==> config.mk <==
export PLATFORM = sky130hd
export DESIGN_NAME = master_out
export DESIGN_NICKNAME = d
export VERILOG_FILES = /design/src/rtl/master_out.sv
export SDC_FILE = /design/constraint.sdc
export NUM_CORES = 1
export LEC_CHECK = 0
export ABC_CLOCK_PERIOD_IN_PS = 2590
export CAP_MARGIN = 20
export CORE_MARGIN = 3
export CORE_UTILIZATION = 54
export DETAILED_ROUTE_END_ITERATION = 12
export HOLD_SLACK_MARGIN = 0.05
export PLACE_DENSITY = 0.83
export SLEW_MARGIN = 40
export SYNTH_ARGS = -nofsm -noshare
export SYNTH_HDL_FRONTEND = slang
export SYNTH_SLANG_ARGS = --single-unit
==> constraint.sdc <==
create_clock -name clk -period 2.59 [get_ports clk]
set_input_delay 0.3885 -clock clk [delete_from_list [all_inputs] [get_ports clk]]
set_output_delay 0.3885 -clock clk [all_outputs]
set_load 0.02 [all_outputs]
==> src/rtl/master_out.sv <==
// Serial-transmit side of a bus master: latches a host request, wins the bus, shifts sel/addr/burst/data MSB first.
// Latency: 1 REQ + 2 SEL + 1 WAIT_SLV + 12 ADDR + 12 BURST + 8*(burst+1) WDATA or RWAIT + 1 DONE cycles after IDLE.
// Backpressure: holds in REQ until granted and not busy, in WAIT_SLV until slave_ready, in RWAIT until rx_done.
module master_out (
  input  logic        clk,
  input  logic        reset,
  input  logic [1:0]  instruction,
  input  logic [1:0]  slave_select,
  input  logic [11:0] address,
  input  logic [7:0]  data,
  input  logic [11:0] burst_num,
  input  logic        approval_grant,
  input  logic        busy,
  input  logic        slave_ready,
  input  logic        rx_done,
  output logic        approval_request,
  output logic        tx_slave_select,
  output logic        master_ready,
  output logic        master_valid,
  output logic        tx_address,
  output logic        tx_burst_number,
  output logic        tx_data,
  output logic        tx_done,
  output logic        write_en,
  output logic        read_en
);

  typedef enum logic [3:0] {
    IDLE,
    REQ,
    SEL,
    WAIT_SLV,
    ADDR,
    BURST,
    WDATA,
    RWAIT,
    DONE
  } state_t;

  // Request fields captured in IDLE; host-side changes afterwards are ignored.
  typedef struct packed {
    logic        is_read;
    logic [1:0]  sel;
    logic [11:0] addr;
    logic [11:0] burst;
  } req_t;

  state_t      state;
  state_t      state_nxt;
  req_t        req_q;
  // One shift register serves every field: each field is loaded left-aligned
  // and the MSB (bit 11) is always the bit on the wire.
  logic [11:0] shreg;
  logic [3:0]  bit_cnt;
  // 13 bits so burst_num = 12'hFFF (4096 beats) never wraps.
  logic [12:0] beat_cnt;
  // Low for the first cycle after a reset edge so master_ready rises only
  // on the first edge after reset is released.
  logic        live;

  logic        sel_last;
  logic        field_last;
  logic        byte_last;
  logic        beat_last;
  logic        shifting;
  logic        beat_start;

  assign sel_last   = (bit_cnt == 4'd1);
  assign field_last = (bit_cnt == 4'd11);
  assign byte_last  = (bit_cnt == 4'd7);
  assign beat_last  = (beat_cnt == {1'b0, req_q.burst});
  assign shifting   = (state == SEL) || (state == ADDR) ||
                      (state == BURST) || (state == WDATA);
  // A data beat starts either when leaving BURST for a write or when the
  // previous beat ends and more beats remain.
  assign beat_start = ((state == BURST) && (state_nxt == WDATA)) ||
                      ((state == WDATA) && byte_last && !beat_last);

  // Next-state decision; each wait state samples only its own handshake.
  always_comb begin
    state_nxt = state;
    case (state)
      IDLE:     if (live && instruction[1]) state_nxt = REQ;
      REQ:      if (approval_grant && !busy) state_nxt = SEL;
      SEL:      if (sel_last) state_nxt = WAIT_SLV;
      WAIT_SLV: if (slave_ready) state_nxt = ADDR;
      ADDR:     if (field_last) state_nxt = BURST;
      BURST:    if (field_last) state_nxt = req_q.is_read ? RWAIT : WDATA;
      WDATA:    if (byte_last && beat_last) state_nxt = DONE;
      RWAIT:    if (rx_done) state_nxt = DONE;
      DONE:     state_nxt = IDLE;
      default:  state_nxt = IDLE;
    endcase
  end

  // State register and the reset-release flag.
  always_ff @(posedge clk) begin
    if (!reset) begin
      state <= IDLE;
      live  <= 1'b0;
    end else begin
      state <= state_nxt;
      live  <= 1'b1;
    end
  end

  // Capture the host request when a transaction is accepted.
  always_ff @(posedge clk) begin
    if (!reset) begin
      req_q <= '0;
    end else if ((state == IDLE) && (state_nxt == REQ)) begin
      req_q.is_read <= instruction[0];
      req_q.sel     <= slave_select;
      req_q.addr    <= address;
      req_q.burst   <= burst_num;
    end
  end

  // Bit counter: restarts on every state change and at each data-beat boundary.
  always_ff @(posedge clk) begin
    if (!reset) begin
      bit_cnt <= '0;
    end else if ((state_nxt != state) || beat_start) begin
      bit_cnt <= '0;
    end else if (shifting) begin
      bit_cnt <= bit_cnt + 4'd1;
    end
  end

  // Beat counter: cleared on entry to WDATA, advanced at each new beat.
  always_ff @(posedge clk) begin
    if (!reset) begin
      beat_cnt <= '0;
    end else if ((state == BURST) && (state_nxt == WDATA)) begin
      beat_cnt <= '0;
    end else if (beat_start) begin
      beat_cnt <= beat_cnt + 13'd1;
    end
  end

  // Load each field left-aligned on entry to its shift state, else shift left.
  // Write data is sampled here, at the edge that opens each beat.
  always_ff @(posedge clk) begin
    if (!reset) begin
      shreg <= '0;
    end else if ((state == REQ) && (state_nxt == SEL)) begin
      shreg <= {req_q.sel, 10'd0};
    end else if ((state == WAIT_SLV) && (state_nxt == ADDR)) begin
      shreg <= req_q.addr;
    end else if ((state == ADDR) && (state_nxt == BURST)) begin
      shreg <= req_q.burst;
    end else if (beat_start) begin
      shreg <= {data, 4'd0};
    end else if (shifting) begin
      shreg <= {shreg[10:0], 1'b0};
    end
  end

  // Outputs decoded from the current state; serial lines are gated so they
  // read 0 outside their own shift state.
  always_comb begin
    approval_request = 1'b0;
    tx_slave_select  = 1'b0;
    master_ready     = 1'b0;
    master_valid     = 1'b0;
    tx_address       = 1'b0;
    tx_burst_number  = 1'b0;
    tx_data          = 1'b0;
    tx_done          = 1'b0;
    write_en         = 1'b0;
    read_en          = 1'b0;
    case (state)
      IDLE: begin
        master_ready = live;
      end
      REQ, WAIT_SLV: begin
        approval_request = 1'b1;
      end
      SEL: begin
        approval_request = 1'b1;
        master_valid     = 1'b1;
        tx_slave_select  = shreg[11];
      end
      ADDR: begin
        approval_request = 1'b1;
        master_valid     = 1'b1;
        tx_address       = shreg[11];
      end
      BURST: begin
        approval_request = 1'b1;
        master_valid     = 1'b1;
        tx_burst_number  = shreg[11];
      end
      WDATA: begin
        approval_request = 1'b1;
        master_valid     = 1'b1;
        tx_data          = shreg[11];
        write_en         = 1'b1;
      end
      RWAIT: begin
        approval_request = 1'b1;
        read_en          = 1'b1;
      end
      DONE: begin
        tx_done = 1'b1;
      end
      default: begin
        master_ready = 1'b0;
      end
    endcase
  end

endmodule

==> results_dict.tcl <==
set metrics [dict create \
    dp_hpwl_mm 6.73 \
    sw_frac_of_total 0.273 \
    critPathMaxStageDelay_ns 0.61 \
    worst_pin_slew_ns 0.549 \
    peakVddDrop_mv 0.408 \
    fillers 503 \
    synth.most_common_cell "nand2_1" \
    cpMaxStageDelayCell "clkdlybuf4s50_1" \
    cp_max_fo 12 \
    syn_area_per_cell_um2 8.44 \
    fin_nets 505 \
    crit_path_start_kind "register" \
    dp_slack_ns 0.334 \
    drc 0 \
    hp-class "reg -> reg" \
    end_kind "output pin" \
    synth-xor-area-share 0.0378 \
    finalSetupViolCount 0 \
    yosys_warnings 0 \
    top_usage_layer "met2" \
    clk_pin_slew_worst_paths_ns 0.07 \
    cts_root_buf "clkbuf_8" \
    dr.first_iter.drc_count 306 \
    synthTopCellsByArea "dfxtp_1 35%, nand2_1 7.6%, a21oi_1 6.5%, xor2_1 3.5%, buf_6 2.3%" \
    gp_routability_congestion 0.971 \
    p_clk_frac 0.395 \
    synth-simple-area-share 0.287 \
    maxSlewViolCount 0 \
    antenna_left 0 \
    maxSlewHeadroom 0.634 \
    setup_ws_ns 0.0904 \
    synth_fa_ha_area_frac 0.0108 \
    drive_gt1_frac 0.125 \
    crit_chain "nand2_1 > or3b_1 > clkinv_4 > clkdlybuf4s50_1" \
    initial_core_util 0.571 \
    grtUsageMet3 0.0580 \
    crit_type "reg -> out" \
    htreeDepth 3 \
    clk_latency_ns 0.35 \
    num_antenna_cells 0 \
    numCtsBuffers 9 \
    internal_power_uw 1560 \
    status "finished, final reports clean" \
    grtUsageMet2 0.438 \
    period_needed_ns 2.50 \
    grt_util_met1 0.353 \
    die_w_um 86.3 \
    synth_flop_cell "dfxtp_1" \
    ys_ff_latch 61 \
    cts_hold_buf 0 \
    syn_area_mm2 0.00348 \
    synth_area_leader_cell "dfxtp_1" \
    synth_top_family_by_area "simple AND/OR/NAND/NOR gates" \
    yosysSeqAreaShare 0.351 \
    io_pins 52 \
    switchingPower_uw 587 \
    synthMuxAreaShare 0.0176 \
    synth_edf_count 0 \
    rsz0062_at_grt "false" \
    post_cts_buffers 0 \
    grt_pass1_vias 3173 \
    fmax_mhz 400 \
    grt_overflow 0 \
    core_area_mm2 0.00610 \
    routed_wl_mm 9.56 \
    dieHeight_um 86.3 \
    power_density_mw_per_mm2 513 \
    fin_util 0.688 \
    cp_data_arrival_time_ns 2.11 \
    drtPass1Iterations 5 \
    synthCells 412 \
    synthTopCellsByCount "70 x nand2_1, 61 x dfxtp_1, 45 x a21oi_1" \
    critPathRequiredTime_ns 2.20 \
    maxCapViolations 0 \
    area_delta_synth_final_pct 20.6 \
    grt_pass1_wl_mm 15.6 \
    rows 28 \
    clk_path_buf_depth 2 \
    worst-path-buf-inv 2 \
    synth-compound-area-share 0.243 \
    grt_antenna_before_repair 0 \
    pwr-share-comb 0.141 \
    tritoncts "yes" \
    clock_skew_ns 0.00792 \
    leakage_uw 0.00165 \
    vias 3419 \
    hold_viol 0 \
    pwr-share-seq 0.463 \
    critical_path.top_delay_family "buffers and inverters" \
    fin_crit_sh 0.965 \
    synth.distinct_cells 71 \
    cts_sinks 61 \
    synthArstFlopShare 0 \
    grt_usage 0.267 \
    synth_nets 457 \
    die_area_mm2 0.00744 \
    wl_per_cell_um 17.7 \
    routed_via_density 6.33 \
    fin_setup_tns_ns 0 \
    grt_start_max_net_pins 29 \
    port_buffers 51 \
    netlist.area_leader.share 0.351 \
]
worst reg2reg max path: stages (launching register included):
cell     delay [ns]
dfxtp_1        0.45
xor2_1         0.12
nor4_2         0.47
nand4_2        0.53
o21ai_0        0.46
a21oi_1        0.12
cell families after synthesis:
logic type,count (synthesis)
AOI/OAI and AO/OA,120
buffers and inverters,29
adders and majority gates,3
xor gates and xnor gates,15
DFF,61
muxes,6
and+or+nand+nor,178
worst paths after layout:
check	endpoint	slack [ns]	startpoint	depth (start not counted)
max	master_valid	0.09	state[0]	4
min	req_q[20]	0.47	req_q[20]	2
max reg2reg	state[1]	0.32	beat_cnt[4]	5
min reg2reg	req_q[20]	0.47	req_q[20]	2
power groups by stage:
stage | clock (µW) | sequential (µW) | combinational, µW
floorplan | 0 | 1000 | 201
global placement | 0 | 1010 | 294
detailed placement | 0 | 1020 | 300
CTS | 853 | 995 | 301
global route | 896 | 999 | 329
finish | 851 | 997 | 304
final cells by class:
cell class / count / area [µm²] / area share
multi-input combinational: 322 / 2070 / 0.494
sequential: 61 / 1230 / 0.292
timing repair buffer: 61 / 586 / 0.140
clock buffer: 12 / 145 / 0.0346
tap: 75 / 93.8 / 0.0224
clock inverter: 4 / 47.5 / 0.0113
inverter: 5 / 25.0 / 0.00596
flip-flops by register name, indices dropped and copies added (netlist names):
| name | count |
|---|---|
| live | 1 |
| state | 4 |
| req_q | 27 |
| shreg | 12 |
| beat_cnt | 13 |
| bit_cnt | 4 |
layer usage:
metal	wire, µm	part of all wire	up-vias
met4	176	0.018	0
met5	0	0	-
li1	-	-	1605
met1	4070	0.43	1623
met2	4570	0.48	170
met3	738	0.077	21
cells in the final DEF, fill, tap and decap left out, types with 3 or more instances in the layout:
| master | Yosys | routed |
|---|---|---|
| a211o_1 | 5 | 5 |
| a21oi_1 | 45 | 45 |
| inv_1 | 3 | 3 |
| nand2_1 | 70 | 70 |
| or4_1 | 3 | 3 |
| a31o_1 | 6 | 6 |
| buf_4 | 1 | 10 |
| or3_1 | 6 | 6 |
| dfxtp_1 | 61 | 57 |
| nor3_1 | 11 | 11 |
| clkinv_2 | 1 | 3 |
| clkbuf_8 | 0 | 10 |
| ha_1 | 3 | 3 |
| nor2_1 | 17 | 17 |
| nand3_1 | 7 | 7 |
| o21ai_1 | 5 | 5 |
| nand2b_1 | 9 | 9 |
| xor2_1 | 14 | 14 |
| o21ai_0 | 12 | 12 |
| nand4_1 | 7 | 7 |
| o22ai_1 | 6 | 6 |
| a22o_1 | 3 | 3 |
| dfxtp_2 | 0 | 4 |
| a211oi_1 | 4 | 4 |
| a21o_1 | 5 | 5 |
| a22oi_1 | 4 | 4 |
| clkdlybuf4s50_1 | 0 | 51 |
| and2_1 | 9 | 9 |
| a31oi_1 | 3 | 3 |
| mux2i_1 | 5 | 5 |
| and3_1 | 9 | 9 |
| nor2b_1 | 3 | 3 |
what timing repair did:
item | in CTS | in global routing
endpoints found under the hold margin | 0 | 0
setup endpoints to repair | 3 | 1
gates resized for setup | 2 | 2
through the flow:
| step | instance area [µm²] | std cells | hold slack, ns | total power [µW] |
|---|---|---|---|---|
| floorplan | 3480 | 412 | 0.416 | 1200 |
| global placement | 4000 | 524 | 0.443 | 1310 |
| detailed placement | 4000 | 524 | 0.456 | 1320 |
| CTS | 4190 | 540 | 0.466 | 2150 |
| global route | 4200 | 540 | 0.485 | 2220 |
| finish | 4200 | 540 | 0.465 | 2150 |
(Power assumes the default switching activity.)
